<file path="src/rtl/pwm_pkg.sv">
// Shared types and default parameters for the pwm_basico duty-cycle sweeper.
package pwm_pkg;

  typedef enum logic {
    DIR_UP   = 1'b0,
    DIR_DOWN = 1'b1
  } dir_t;

  localparam int R_DEF    = 8;
  localparam int HOLD_DEF = 8;
  localparam int STEP_DEF = 32;

endpackage

</file>
<file path="src/rtl/pwm_core.sv">
// Free-running R-bit period counter with duty comparator and period-end strobe.
module pwm_core
  import pwm_pkg::*;
#(
  parameter int R = R_DEF
) (
  input  logic         clk,
  input  logic         reset,
  input  logic [R-1:0] ciclo,
  output logic         pwm_out,
  output logic         period_end
);

  localparam logic [R-1:0] CNT_ONE  = R'(1);
  localparam logic [R-1:0] CNT_LAST = '1;

  logic [R-1:0] cnt;

  // Period counter, wraps naturally from all-ones back to zero.
  always_ff @(posedge clk) begin
    if (reset) begin
      cnt <= '0;
    end else begin
      cnt <= cnt + CNT_ONE;
    end
  end

  // Output decoded straight from registers so each period starts high at cnt=0.
  always_comb begin
    pwm_out    = (cnt < ciclo);
    period_end = (cnt == CNT_LAST);
  end

endmodule

</file>
<file path="src/rtl/pwm_basico.sv">
// PWM demo source: triangle sweep of the duty value, held for HOLD periods per step.
module pwm_basico
  import pwm_pkg::*;
#(
  parameter int R    = R_DEF,
  parameter int HOLD = HOLD_DEF,
  parameter int STEP = STEP_DEF
) (
  input  logic         clk,
  input  logic         reset,
  output logic [R-1:0] ciclo,
  output logic         pwm_out
);

  localparam int            HW        = (HOLD > 1) ? $clog2(HOLD) : 1;
  localparam logic [HW-1:0] HOLD_LAST = HW'(HOLD - 1);
  localparam logic [HW-1:0] HOLD_ONE  = HW'(1);
  localparam logic [R:0]    STEP_EXT  = (R + 1)'(STEP);
  localparam logic [R:0]    DUTY_MAX  = {1'b0, {R{1'b1}}};

  logic          period_end;
  logic [HW-1:0] hold;
  dir_t          dir;
  dir_t          dir_next;
  logic [R-1:0]  ciclo_next;
  logic [R:0]    sum;

  pwm_core #(
    .R(R)
  ) u_core (
    .clk        (clk),
    .reset      (reset),
    .ciclo      (ciclo),
    .pwm_out    (pwm_out),
    .period_end (period_end)
  );

  // Next duty/direction; one bit of headroom lets the saturation tests see overflow.
  always_comb begin
    ciclo_next = ciclo;
    dir_next   = dir;
    sum        = {1'b0, ciclo} + STEP_EXT;
    case (dir)
      DIR_UP: begin
        if (sum <= DUTY_MAX) begin
          ciclo_next = sum[R-1:0];
        end else begin
          ciclo_next = '1;
          dir_next   = DIR_DOWN;
        end
      end
      DIR_DOWN: begin
        if ({1'b0, ciclo} >= STEP_EXT) begin
          ciclo_next = ciclo - STEP_EXT[R-1:0];
        end else begin
          ciclo_next = '0;
          dir_next   = DIR_UP;
        end
      end
      default: begin
        ciclo_next = '0;
        dir_next   = DIR_UP;
      end
    endcase
  end

  // Sweep state advances only on the edge where the period counter wraps.
  always_ff @(posedge clk) begin
    if (reset) begin
      hold  <= '0;
      dir   <= DIR_UP;
      ciclo <= '0;
    end else if (period_end) begin
      if (hold == HOLD_LAST) begin
        hold  <= '0;
        ciclo <= ciclo_next;
        dir   <= dir_next;
      end else begin
        hold <= hold + HOLD_ONE;
      end
    end
  end

endmodule

</file>
<file path="config.mk">
export PLATFORM = sky130hd
export DESIGN_NAME = pwm_basico
export DESIGN_NICKNAME = d
export VERILOG_FILES = /design/src/rtl/pwm_pkg.sv /design/src/rtl/pwm_core.sv /design/src/rtl/pwm_basico.sv
export SDC_FILE = /design/constraint.sdc
export NUM_CORES = 1
export LEC_CHECK = 0
export ABC_AREA = 1
export ABC_CLOCK_PERIOD_IN_PS = 1800
export CAP_MARGIN = 30
export CORE_MARGIN = 4
export CORE_UTILIZATION = 45
export CTS_CLUSTER_SIZE = 24
export DETAILED_ROUTE_END_ITERATION = 8
export PLACE_DENSITY = 0.68
export SLEW_MARGIN = 20
export SYNTH_ARGS = -nofsm -noshare
export SYNTH_HDL_FRONTEND = slang
export SYNTH_SLANG_ARGS = --single-unit
</file>
<file path="constraint.sdc">
create_clock -name clk -period 1.8 [get_ports clk]
set_input_delay 0.45 -clock clk [delete_from_list [all_inputs] [get_ports clk]]
set_output_delay 0.45 -clock clk [all_outputs]
set_load 0.01 [all_outputs]
</file>
Word level (Yosys, flattened, before mapping)
Cells that the tools add are included.

Register bits after elaboration: 20. Latch bits: 0. RAM bits: 0. Memory bits (read-only): 0. Output and inout port bits: 9. Word-level logic and storage cells: 22. Memories kept: 0.

Add/sub/neg operators: 4. $mul: 0. Divide/modulo/power cells: 0. $lt $le $gt $ge: 3. Equality and inequality tests: 2. Shifts and indexed selects: 0. Muxes and demuxes: 7. Bitwise logic cells: 1. Reduce and logical (&&, ||, !) cells: 1.

Operator list (number): $mux 8 (2); $pmux 8 s2 (1); $add 8x6->9 const B (1); $le 9x8->1 const B (1); $add 8x1->8 const B (1); $eq 8x8->1 const B (1); $ge 8x6->1 const B (1); $lt 8x8->1 (1); $sub 8x6->8 const B (1); $add 3x1->3 const B (1); $eq 3x3->1 const B (1); $mux 3 (1); $mux 1 (2); $pmux 1 s2 (1); $reduce_and 2->1 (1); $not 1->1 (1).

Longest topological paths before layout
Depth in word-level cells: 4. Depth in mapped cells: 10.

Modules after synthesis
From an unflattened synthesis, not the netlist that was laid out.

Cells, all modules: 145. Area total of the unflattened synthesis: 1013.5 µm².

Modules (own cells, without submodules): pwm_basico (times used 1, cells each 70, area each 509.2 µm², sequential area each 160.2 µm²); pwm_core (times used 1, cells each 75, area each 504.2 µm², sequential area each 160.2 µm²).

Least setup slack after synthesis
No wires, ideal clock.

Path type: register to output. Start: reg ciclo[3]. End: out pwm_out. Arrival: 1.318 ns. Required time: 1.350 ns. Path slack: 0.032 ns. Stages on the path, launching flop included: 8. Buffers on the path: 0. Cells stage by stage: dfxtp_1 > inv_1 > ha_1 > o21ai_0 > nand2_1 > nand3_1 > nand2_1 > a21oi_1.

Longest elaborated chain between the ends: 1.

Ends and longest elaborated chain: from (decl) (line pwm_basico.sv:11) `output logic [R-1:0] ciclo,`; from (signal assigned) (line pwm_basico.sv:76) `ciclo <= ciclo_next;`; $lt 8x8->1 (line pwm_core.sv:30) `pwm_out = (cnt < ciclo);`; to (decl) (line pwm_basico.sv:12) `output logic pwm_out`.

Every way passes these cells.

Worst setup path in the final report
Start: reg ciclo[6]. End: out pwm_out.

Same word-level chain as after synthesis.

==> out/metrics.cfg <==
[run_status]
status = finished with violations
violations_in_the_final_reports = negative setup slack

[logic_synthesis]
synth_mux_area_share_pct = 0
share_of_synthesized_cell_area_in_full_adder_half_adder_and_majority_cells_pct = 15.8
ys.flop_type = dfxtp_1
ys_ff_latch = 16
synth_compound_area_share_pct = 13.7
synthDistinctLibCells = 25
post_synth.cell_area_avg_um2 = 7.36
synthesis.instances = 140
synth_sequential_area_ratio_pct = 31.1
synth_simple_gate_area_share_pct = 27.1
post_syn_area_um2 = 1030
synth-xor-area-share_pct = 0.850
synth_top_family_by_area = simple AND/OR/NAND/NOR gates
synth_enable_flop_cells = 0
count_of_warnings_emitted_by_yosys = 0
synth.net_count = 155
ys_async_sr_fraction_pct = 0

[global_route]
antenna_found_initial = 0
gr-usage-all-layers_pct = 15.3
grt_pass1_vias = 933
globalRouteOverflowTotal = 0
grt_start_max_net_pins = 10
grt_first_pass_wirelength_mm = 3.90

[worst_hold_path]
whs_path_depth = 2
worst_hold_path_type = register to register
worst_hold_startpoint = hold[2]$_SDFFE_PP0P_
holdPathEnd = hold[2]$_SDFFE_PP0P_

[die]
chipWidth_um = 55.9
initial_utilization_pct = 47.1
floorplan.rows = 17
design.die.area_um2 = 3120
fp.coreArea_um2 = 2190
pin_count = 11
die_h_um = 55.9

[cts]
cts_hold_buffers = 0
worst_setup_hold_path_clk_slew_ns = 0.09
cts-buffers-inserted = 3
cts_h_tree_depth = 1
insertion_delay_ns = 0.29
cts_tree = done
root_buffer = clkbuf_4
max-clock-path-buffers = 2
clock_sinks = 16

[drt]
drt-wirelength-per-cell_um = 11.6
via_count = 954
first_iter_violations = 20
wl_mm = 2.23
drc = 0
detail-route-antenna-nets = 0
drtPass1Iterations = 4
drt-vias-per-instance = 4.97

[power]
internal_power_mw = 0.511
seq_power_share_pct = 54.7
p_sw_share_pct = 23.3
combPwrFrac_pct = 8.7
p_leak_nw = 0.705
ir_drop_uv = 612
p_clk_share_pct = 36.6
ratio_of_total_power_to_cell_area_nw_per_um2 = 486
net-switching-power_mw = 0.155

[sta]
final-hold-violation-count = 0
clock-skew-final_ns = 0.0121
final.period_utilization_pct = 106
timing_worst_slew_pin_value_ns = 0.259
timing.setup.tns_ns = -0.116
timing.max_slew.rel_slack_pct = 82.7
setup_ws_ns = -0.116
rsz_0062_raised_after_global_routing = true
max_clock_freq_ghz = 0.522
fin_worst_hold_slack_ns = 0.469
post_route_minimum_period_ns = 1.92
report.final.setup_viol = 1
timing.final.max_slew_violations = 0

[critical_path]
criticalPathCategory = register to output pin
worst_r2r_path_depth = 10
worstPathArrival_ns = 1.47
worstSetupStartpointType = register
worst_r2r_endpoint = ciclo[5]$_SDFFE_PP0P_
cp_max_fo = 2
crit-reg2reg-launch = ciclo[5]$_SDFFE_PP0P_
critPathCaptureType = output pin
worstPathRequired_ns = 1.35
cp_top_family = flip-flops
crit_path_cell_trace = inv_1 -> ha_1 -> inv_2 -> o31ai_2 -> a21oi_2 -> buf_2
r2r_setup_slack_ns = 0.23
critical-path-max-stage-delay_ns = 0.34
critical_path.slowest_cell = dfxtp_2
path_buf_inv = 3

[placed_design]
globalplace.congestion = 0.921
pre_cts_ws_ns = -0.281
dp_hpwl_mm = 1.63
portBuffers = 10

[finish]
layout_commonest_cell = nand2_1
area_delta_synth_final_pct = 33.1
top_library_cells_by_usage_in_the_layout_fill_and_taps_aside = nand2_1, buf_4, nor2_1, inv_1, dfxtp_1
diodes = 0
ratio_of_cells_with_drive_above_1_in_the_final_layout_pct = 30.5
post-route-util_pct = 62.6
fin_nets = 180
n_fill_cell = 207

[run]
number_of_maximum_capacitance_constraint_violations = 0

kinds of logic (layout without fill, tap and decap cells):
| kind of cell | Yosys count | in the layout |
|---|---|---|
| buffers and inverters | 25 | 49 |
| AND/OR/NAND/NOR | 59 | 59 |
| flip-flops | 16 | 16 |
| XOR/XNOR | 1 | 1 |
| adder cells (fa/ha/maj) | 13 | 13 |
| AO/OA/AOI/OAI | 26 | 26 |
registers in the layout, indices dropped and copies added (netlist names):
| register | flops |
|---|---|
| u_core.cnt | 8 |
| ciclo | 4 |
| hold | 3 |
| dir | 1 |
per-stage QoR:
step           cells  area, µm²  total power, mW
6_report         192       1370            0.667
5_1_grt          192       1370            0.696
4_1_cts          192       1340            0.662
3_5_place_dp     187       1230            0.424
3_3_place_gp     187       1230            0.422
2_1_floorplan    140       1030            0.399
final cells by class:
cell class | instances | area, µm² | share of cell area, %
Timing Repair Buffer | 26 | 230 | 16.8
Clock buffer | 4 | 36.3 | 2.64
Tap cell | 28 | 35.0 | 2.55
Sequential cell | 16 | 325 | 23.7
Inverter | 19 | 75.1 | 5.47
Multi-Input combinational cell | 99 | 671 | 48.9
power by group through the flow:
stage,Clock (mW),Sequential [mW],Combinational [mW]
5_1_grt,0.265,0.365,0.0652
3_3_place_gp,0,0.371,0.0506
3_5_place_dp,0,0.371,0.0525
2_1_floorplan,0,0.372,0.0271
6_report,0.244,0.364,0.0583
4_1_cts,0.246,0.364,0.0510
routing by layer:
layer  up-vias  part of all wire, %  GRT usage [%]  wire length [µm]
li1        503                    -              -                 -
met1       431                   46           18.7              1030
met2        16                   50           26.9              1110
met3         4                  3.0           3.71                67
met4         0                  1.1           4.07                24
met5         -                    0              0                 0
worst max-delay path by stage:
stage / from / endpoint / slack [ns] / cells past startpoint
6_report: ciclo[6]$_SDFFE_PP0P_ / pwm_out / -0.12 / 6
5_1_grt: ciclo[3]$_SDFFE_PP0P_ / pwm_out / -0.19 / 8
4_1_cts: ciclo[3]$_SDFFE_PP0P_ / pwm_out / -0.11 / 8
3_5_place_dp: ciclo[3]$_SDFFE_PP0P_ / pwm_out / -0.28 / 8
3_3_place_gp: ciclo[3]$_SDFFE_PP0P_ / pwm_out / -0.22 / 8
2_1_floorplan: ciclo[3]$_SDFFE_PP0P_ / pwm_out / 0.03 / 7
synthesized netlist by cell type (2+ instances only):
| library cell | instances | area (µm²) |
|---|---|---|
| nand2_2 | 2 | 12.5 |
| nor2_1 | 15 | 56.3 |
| nand2_1 | 25 | 93.8 |
| nor3_1 | 2 | 10.0 |
| buf_4 | 4 | 30.0 |
| nor2_4 | 2 | 22.5 |
| dfxtp_1 | 16 | 320 |
| o21ai_0 | 7 | 35.0 |
| nand3_1 | 10 | 50.1 |
| inv_1 | 17 | 63.8 |
| ha_1 | 13 | 163 |
| a21oi_1 | 14 | 70.1 |
worst min-delay path: stages, from the launching register on:
cell	delay [ns]
dfxtp_1	0.32
nand2_1	0.06
a21oi_1	0.05
timing repair:
action | CTS | global route
resized for setup | 17 | 14
buffers inserted | 1 | 0
setup endpoints to repair | 1 | 7
pin swaps | 5 | 2
(Power assumes the default switching activity.)
